===== config.mk =====
export PLATFORM = sky130hd
export DESIGN_NAME = rr_arbiter
export DESIGN_NICKNAME = d
export VERILOG_FILES = /design/src/rtl/arb_pkg.sv /design/src/rtl/rr_pick.sv /design/src/rtl/rr_arbiter.sv
export SDC_FILE = /design/constraint.sdc
export NUM_CORES = 1
export LEC_CHECK = 0
export ABC_AREA = 1
export CAP_MARGIN = 15
export CORE_MARGIN = 2
export CORE_UTILIZATION = 46
export CTS_CLUSTER_DIAMETER = 200
export DETAILED_ROUTE_END_ITERATION = 8
export PLACE_DENSITY = 0.74
export SYNTH_ARGS = -nofsm -noshare
export SYNTH_HDL_FRONTEND = slang
export SYNTH_SLANG_ARGS = --single-unit

===== constraint.sdc =====
create_clock -name clk -period 1.81 [get_ports clk]
set_input_delay 0.2715 -clock clk [delete_from_list [all_inputs] [get_ports clk]]
set_output_delay 0.2715 -clock clk [all_outputs]
set_load 0.05 [all_outputs]

===== src/rtl/arb_pkg.sv =====
// Shared types and constants for the round-robin arbiter.
// State enum and arbitration mode encodings.
package arb_pkg;

    typedef enum logic {
        IDLE  = 1'b0,
        GRANT = 1'b1
    } arb_state_t;

    localparam logic MODE_RR    = 1'b0;
    localparam logic MODE_FIXED = 1'b1;

endpackage


===== src/rtl/rr_pick.sv =====
// Combinational winner search over a candidate vector.
// Round-robin scans upward from ptr with wrap; fixed picks lowest.
module rr_pick
    import arb_pkg::*;
#(
    parameter int N_REQ = 4,
    parameter int W     = $clog2(N_REQ)
) (
    input  logic [N_REQ-1:0] cand,
    input  logic [W-1:0]     ptr,
    input  logic             mode,
    output logic [W-1:0]     win,
    output logic             found
);

    function automatic int slot(input int i, input logic [W-1:0] p,
                                input logic m);
        if (m == MODE_FIXED) return i;
        return (int'(p) + i) % N_REQ;
    endfunction

    // Scan from the far end so the nearest candidate is written last.
    always_comb begin
        found = 1'b0;
        win   = '0;
        for (int i = N_REQ - 1; i >= 0; i--) begin
            if (cand[slot(i, ptr, mode)]) begin
                found = 1'b1;
                win   = W'(slot(i, ptr, mode));
            end
        end
    end

endmodule


===== src/rtl/rr_arbiter.sv =====
// Round-robin / fixed-priority arbiter with bounded lock hold.
// Grant outputs are registered; one holder at a time.
module rr_arbiter
    import arb_pkg::*;
#(
    parameter int N_REQ    = 4,
    parameter int MAX_HOLD = 8
) (
    input  logic                     clk,
    input  logic                     rst,
    input  logic [N_REQ-1:0]         request,
    input  logic [N_REQ-1:0]         lock,
    input  logic                     mode,
    output logic [N_REQ-1:0]         grant,
    output logic [$clog2(N_REQ)-1:0] grant_id,
    output logic                     grant_valid
);

    localparam int W  = $clog2(N_REQ);
    localparam int CW = $clog2(MAX_HOLD);
    localparam logic [CW-1:0]    CNT_MAX = CW'(MAX_HOLD - 1);
    localparam logic [W-1:0]     ID_MAX  = W'(N_REQ - 1);
    localparam logic [N_REQ-1:0] ONE     = N_REQ'(1);

    arb_state_t     state, state_n;
    logic [W-1:0]   h, h_n;
    logic [W-1:0]   ptr, ptr_n;
    logic [CW-1:0]  hold_cnt, cnt_n;

    logic [N_REQ-1:0] cand;
    logic [N_REQ-1:0] others;
    logic             arb;
    logic [W-1:0]     win;
    logic             found;

    rr_pick #(
        .N_REQ (N_REQ),
        .W     (W)
    ) u_pick (
        .cand  (cand),
        .ptr   (ptr),
        .mode  (mode),
        .win   (win),
        .found (found)
    );

    assign others = request & ~(ONE << h);

    always_comb begin
        state_n = state;
        h_n     = h;
        ptr_n   = ptr;
        cnt_n   = hold_cnt;
        cand    = '0;
        arb     = 1'b0;
        unique case (state)
            IDLE: begin
                if (|request) begin
                    cand = request;
                    arb  = 1'b1;
                end
            end
            GRANT: begin
                unique case (1'b1)
                    !request[h]: begin
                        cand = request;
                        arb  = 1'b1;
                    end
                    request[h] && !lock[h]: begin
                        cand = request;
                        arb  = 1'b1;
                    end
                    request[h] && lock[h]: begin
                        if (hold_cnt != CNT_MAX) begin
                            cnt_n = hold_cnt + CW'(1);
                        end else if (|others) begin
                            cand = others;
                            arb  = 1'b1;
                        end
                    end
                    default: ;
                endcase
            end
            default: state_n = IDLE;
        endcase
        if (arb) begin
            cnt_n = '0;
            if (found) begin
                state_n = GRANT;
                h_n     = win;
                ptr_n   = (win == ID_MAX) ? '0 : win + W'(1);
            end else begin
                state_n = IDLE;
                h_n     = '0;
            end
        end
    end

    always_ff @(posedge clk or negedge rst) begin
        if (!rst) begin
            state       <= IDLE;
            h           <= '0;
            ptr         <= '0;
            hold_cnt    <= '0;
            grant       <= '0;
            grant_id    <= '0;
            grant_valid <= 1'b0;
        end else begin
            state       <= state_n;
            h           <= h_n;
            ptr         <= ptr_n;
            hold_cnt    <= cnt_n;
            grant       <= (state_n == GRANT) ? (ONE << h_n) : '0;
            grant_id    <= (state_n == GRANT) ? h_n : '0;
            grant_valid <= (state_n == GRANT);
        end
    end

endmodule


# Word-level counts from Yosys, hierarchy flattened
# Cells that the tools add are included.
dict set report totals {
  regBits 14
  input_bits 11
  output_inout_bits 7
  word_cells 102
}
dict set report classes {
  n_addsub 5
  order_cmp 5
  n_eq_ne 2
  shift 2
  muxes 61
  n_bitwise 6
  reduce_logical 15
}
# cell n
set ops {}
lappend ops {{$lt 32x4->1 const B} 3}
lappend ops {{$mux 32} 3}
lappend ops {{$mux 2} 15}
lappend ops {{$mux 1} 25}
lappend ops {{$mux 4} 4}
lappend ops {{$pmux 4 s2} 2}
lappend ops {{$bmux 1 s2} 6}
lappend ops {{$mux 3} 4}
lappend ops {{$reduce_or 2->1} 4}
lappend ops {{$reduce_or 4->1} 2}
lappend ops {{$shl 1x2->4 const A} 2}
lappend ops {{$lt 2x3->1 const B} 2}
lappend ops {{$reduce_bool 2->1} 3}
lappend ops {{$add 2x1->2 const B} 2}
lappend ops {{$add 2x2->2 const B} 2}
lappend ops {{$and 4x4->4} 1}
lappend ops {{$not 4->4} 1}
lappend ops {{$pmux 1 s2} 2}
lappend ops {{$add 3x1->3 const B} 1}
lappend ops {{$and 1x1->1 const A} 3}
lappend ops {{$ne 3x3->1 const B} 1}
lappend ops {{$reduce_and 3->1} 1}
lappend ops {{$eq 2x2->1 const B} 1}
lappend ops {{$logic_and 1x1->1} 2}
lappend ops {{3 further kinds} 4}

# Longest topological paths before layout
dict set report depth {
  word_depth 21
  mapped_depth 17
  depth_no_buf 16
}

# Modules after synthesis
# From an unflattened synthesis, not the netlist that was laid out.
dict set report unflattened {
  hier_cells 172
  hier_area_um2 1207.4
}
# mod n_inst cells_per_inst area_each_um2 seq_area_each_um2
set modules_own_cells {}
lappend modules_own_cells {rr_arbiter 1 114 927.1 350.3}
lappend modules_own_cells {rr_pick 1 58 280.3 0.0}

# Least setup slack after synthesis
# Ideal clock, no wire load.
dict set report synth_timing {
  path_kind {reg-to-reg}
  start {register hold_cnt[0]}
  end {register grant[2]}
  setup_time_ns 0.118
  arrival_time_ns 1.801
  required_time_ns 1.692
  setup_slack_ns -0.109
  stages_incl_launch_ff 17
  period_less_slack_ns 1.919
  cell_sequence {dfrtp_1 -> ha_1 -> ha_1 -> inv_1 -> nor2_1 -> nor2_1 -> nand3_1 -> nand3_1 -> nand2_1 -> nand2_2 -> nand3_1 -> o21bai_1 -> nand2_1 -> nand2_2 -> nand2_4 -> nand2_2 -> nor2_1}
}
dict set report synth_via {
  elab_chain_len 15
}
# element line
set synth_lines {}
lappend synth_lines {{start: declaration} rr_arbiter.sv:28} ;# logic [CW-1:0] hold_cnt, cnt_n;
lappend synth_lines {{start signal: assignment} rr_arbiter.sv:112} ;# hold_cnt <= cnt_n;
lappend synth_lines {{$ne 3x3->1 *} rr_arbiter.sv:74} ;# if (hold_cnt != CNT_MAX) begin
lappend synth_lines {{$mux 4} rr_arbiter.sv:74}
lappend synth_lines {{$pmux 4 s2} rr_arbiter.sv:64} ;# unique case (1'b1)
lappend synth_lines {{$pmux 4 s2} rr_arbiter.sv:56} ;# unique case (state)
lappend synth_lines {{$bmux 1 s2} rr_pick.sv:27} ;# if (cand[slot(i, ptr, mode)]) begin
lappend synth_lines {{$mux 1 (implied by the code) (2 in series)} rr_pick.sv:27}
lappend synth_lines {{$mux 2 or $mux 1 (tied branches) (4 in series)} rr_pick.sv:27}
lappend synth_lines {{$mux 2} rr_arbiter.sv:88} ;# if (found) begin
lappend synth_lines {{$mux 2 *} rr_arbiter.sv:86} ;# if (arb) begin
lappend synth_lines {{named net h_n[1]} rr_arbiter.sv:26} ;# logic [W-1:0] h, h_n;
lappend synth_lines {{$shl 1x2->4 *} rr_arbiter.sv:113} ;# grant <= (state_n == GRANT) ? (ONE << h_n) : '0;
lappend synth_lines {{$mux 4 *} rr_arbiter.sv:113}
lappend synth_lines {{end signal: assignment} rr_arbiter.sv:113}
lappend synth_lines {{end: declaration} rr_arbiter.sv:14} ;# output logic [N_REQ-1:0] grant,
# Mark *: on every way through the listed nets, which the timed path passes. The rest lies on a longest branch. The select of a mux whose other input is x is not followed.
# A chain may end at the register's enable or synchronous reset.

# Worst setup path in the final report
dict set report layout_timing {
  start {register hold_cnt[1]}
  end {register grant_id[1]}
}
dict set report layout_via {
  elab_chain_len 14
}
# element line
set layout_lines {}
lappend layout_lines {{$ne 3x3->1 *} rr_arbiter.sv:74}
lappend layout_lines {{$mux 4} rr_arbiter.sv:74}
lappend layout_lines {{$pmux 4 s2} rr_arbiter.sv:64}
lappend layout_lines {{$pmux 4 s2} rr_arbiter.sv:56}
lappend layout_lines {{$bmux 1 s2} rr_pick.sv:27}
lappend layout_lines {{$mux 1 (implied by the code) (2 in series)} rr_pick.sv:27}
lappend layout_lines {{$mux 2 or $mux 1 (tied branches) (4 in series)} rr_pick.sv:27}
lappend layout_lines {{$mux 2} rr_arbiter.sv:88}
lappend layout_lines {{$mux 2 *} rr_arbiter.sv:86}
lappend layout_lines {{named net h_n[1]} rr_arbiter.sv:26}
lappend layout_lines {{$mux 2 *} rr_arbiter.sv:114} ;# grant_id <= (state_n == GRANT) ? h_n : '0;
lappend layout_lines {{end signal: assignment} rr_arbiter.sv:114}
lappend layout_lines {{end: declaration} rr_arbiter.sv:15} ;# output logic [$clog2(N_REQ)-1:0] grant_id,
# Marks and branches as above.

==> metrics.txt <==
Layout area overhead=48.4%; area of the core=2000 um2; worst hold path class=input port to asynchronous set/reset pin; count leader, synth=nand2_1; chip width=50.7 um; vias in the first global route=around 1100; Mapped Avg Cell Area=7.12 um2; VDD IR-drop max=1340 uV; Synth Area in Compound Gates=under 10%; worst slew pin tran=599 ps; GRT Util Overall=20.6%; RSZ-0062 raised after global routing=yes; CTS clk-pin slew, worst paths=80 ps; top cells by area, synth=dfrtp_1 35%, nand2_1 15%, nand3_1 7.5%; Synth Cell Area=around 1000 um2; final-report max-slew violation count=0; Core Util, Final=74.4%; gp weighted congestion=0.884; crit end category=register; XOR/XNOR share of the synthesized area=0%; DP HPWL=approximately 1.8 mm; Routed wire per std cell=12.5 um; Placed Instances=202; Setup-failing EPs final=10; post-route insts no fill=209; run status=finished with violations; power density of the placed cells=1690 nW/um2; max-cap viol count=0; Adder-Cell Fraction of Synth Area=2.49%; crit path kind=register to register; Placement Setup Slack=-357 ps; simple-gate area share of the yosys netlist=44.4%; Worst-Skew Late Latency=270 ps; synth warn=0; register bit total from synthesis=14; ys flop type=dfrtp_1; Synth top area share=a little over a third; fraction of layout cells with a size suffix above 1=a little under two fifths; failing checks=negative setup slack; Req. time, crit path=1980 ps; most frequent cells after synthesis=39 x nand2_1, 17 x inv_1, 15 x nand3_1, 14 x dfrtp_1, 11 x nand2_2; first-pass GRT wire length=4.16 mm; Routed WL=2.60 mm; TritonCTS clock tree=built; sequential area share after synthesis=34.9%; I/O pins=18; drt via density=5.22; Antenna Cells=0; DP Area=1350 um2; Hold WS=373 ps; crit share post-route=118%; initial antenna violation count=0; total gr overflow=0; Num CTS Buffers=3; relative slew slack=59.9%; H-tree depth=1; post-synthesis mux area share=0.998%; Clock Tree Buf Depth=2; setup_tns=-2760 ps; Netlist cell types=27; CP max FO=4; # nets final=196; Non-Filler Cell Area, Final=1490 um2; Fin. Hold Viols=0; FMAX=469 MHz; Synth Instances=141; r2r worst-path depth=16; post-synth net total=154; row cnt=16; clock sink count=14; post-layout min period=approximately 2100 ps; clk root buf=clkbuf_4; DRC=0; WP data arrival=2300 ps; initial core utilization=50.1%; drt pass-1 iters=4; Leak Pwr=between 0.7 and 0.8 nW; Final WS setup=-323 ps; cell taking the most area after synthesis=dfrtp_1; FFs w/ async S/R, synth=100%; DR vias=1090; DR iter-0 viols=13; PortBufs=17; Total Power=2.52 mW; main combinational cell family by area after synthesis=simple AND/OR/NAND/NOR gates; startpoint types=register; hold bufs inserted after CTS=0; DIE AREA=2570 um2; Post-synth EDFFs=0; largest net degree at the start of global routing=15; die extent in y=50.7 um; Routed Antenna Nets=0; Clock Skews=2.23 ps
area by class of cell:
type                       instances  area (um2)
clock buffer                       4        36.3
fill                             161         513
sequential                        14         353
multi-input combinational        106         657
tap                               27        33.8
timing repair buffer              39         333
inverter                          19        76.3
worst max-delay path, stage by stage, from the launching register on:
cell and delay, ps:
dfrtp_1 390, ha_2 210, ha_4 180, inv_2 60, nor2_1 40, nor2_1 90, nand3_1 140, nand3_2 120
nand2_2 80, nand2_4 80, nand3_2 70, o21bai_1 180, nand2_1 110, nand2_2 100, nand2_4 70, nand2_4 70
inv_1 40
state kept, by name (all words and copies together), names as in the netlist:
name / cells
hold_cnt: 3
ptr: 2
grant_id: 2
h: 2
state: 1
grant: 4
cells in the final DEF (no fill, tap or decap), types with 2 or more instances in the layout:
cell             count
nand2_1             36
buf_4               23
inv_1               16
clkdlybuf4s50_1     16
nand2_2             12
dfrtp_1             12
nand3_1             10
nor2_1               9
nand3_2              6
nand2_4              4
nor2_2               4
nand4_1              3
o21ai_0              3
clkbuf_4             3
o21ai_2              2
inv_2                2
a21oi_2              2
a21oi_1              2
dfrtp_2              2
routing by layer:
layer,GRT usage (%),wire (um),vias to the layer above
met5,0,0,-
met3,1.79,87,4
met1,25.3,1200,525
met2,37.7,1310,24
li1,-,-,537
met4,6.76,14,0
report_power, final:
| group | internal, mW | switching [mW] |
|---|---|---|
| Sequential | 0.442 | 0.110 |
| Clock | 0.122 | 0.0939 |
| Combinational | 0.676 | 1.08 |
| Total | 1.24 | 1.28 |
repair_timing:
| action | CTS | global route |
|---|---|---|
| gates cloned | 0 | 0 |
| pin swaps | 3 | 6 |
| gates resized for setup | 5 | 14 |
| setup endpoints to repair | 11 | 13 |
| endpoints found under the hold margin | 0 | 0 |
| buffers inserted | 1 | 2 |
logic make-up after synthesis:
family / count (synthesis)
AO/OA/AOI/OAI: 13
AND/OR/NAND/NOR: 90
adder cells (fa/ha/maj): 2
multiplexers: 1
flip-flops: 14
buffers and inverters: 21
final timing paths:
| kind | start | endpoint | slack (ps) |
|---|---|---|---|
| min | rst | ptr[1] | 370 |
| max in group asynchronous | rst | state | 1010 |
| max reg2reg | hold_cnt[1] | grant_id[1] | -320 |
| min reg2reg | hold_cnt[1] | hold_cnt[1] | 540 |
| max | hold_cnt[1] | grant_id[1] | -320 |
| min in group clk | hold_cnt[1] | hold_cnt[1] | 540 |
Note: power is estimated with default switching activity, not from simulation.
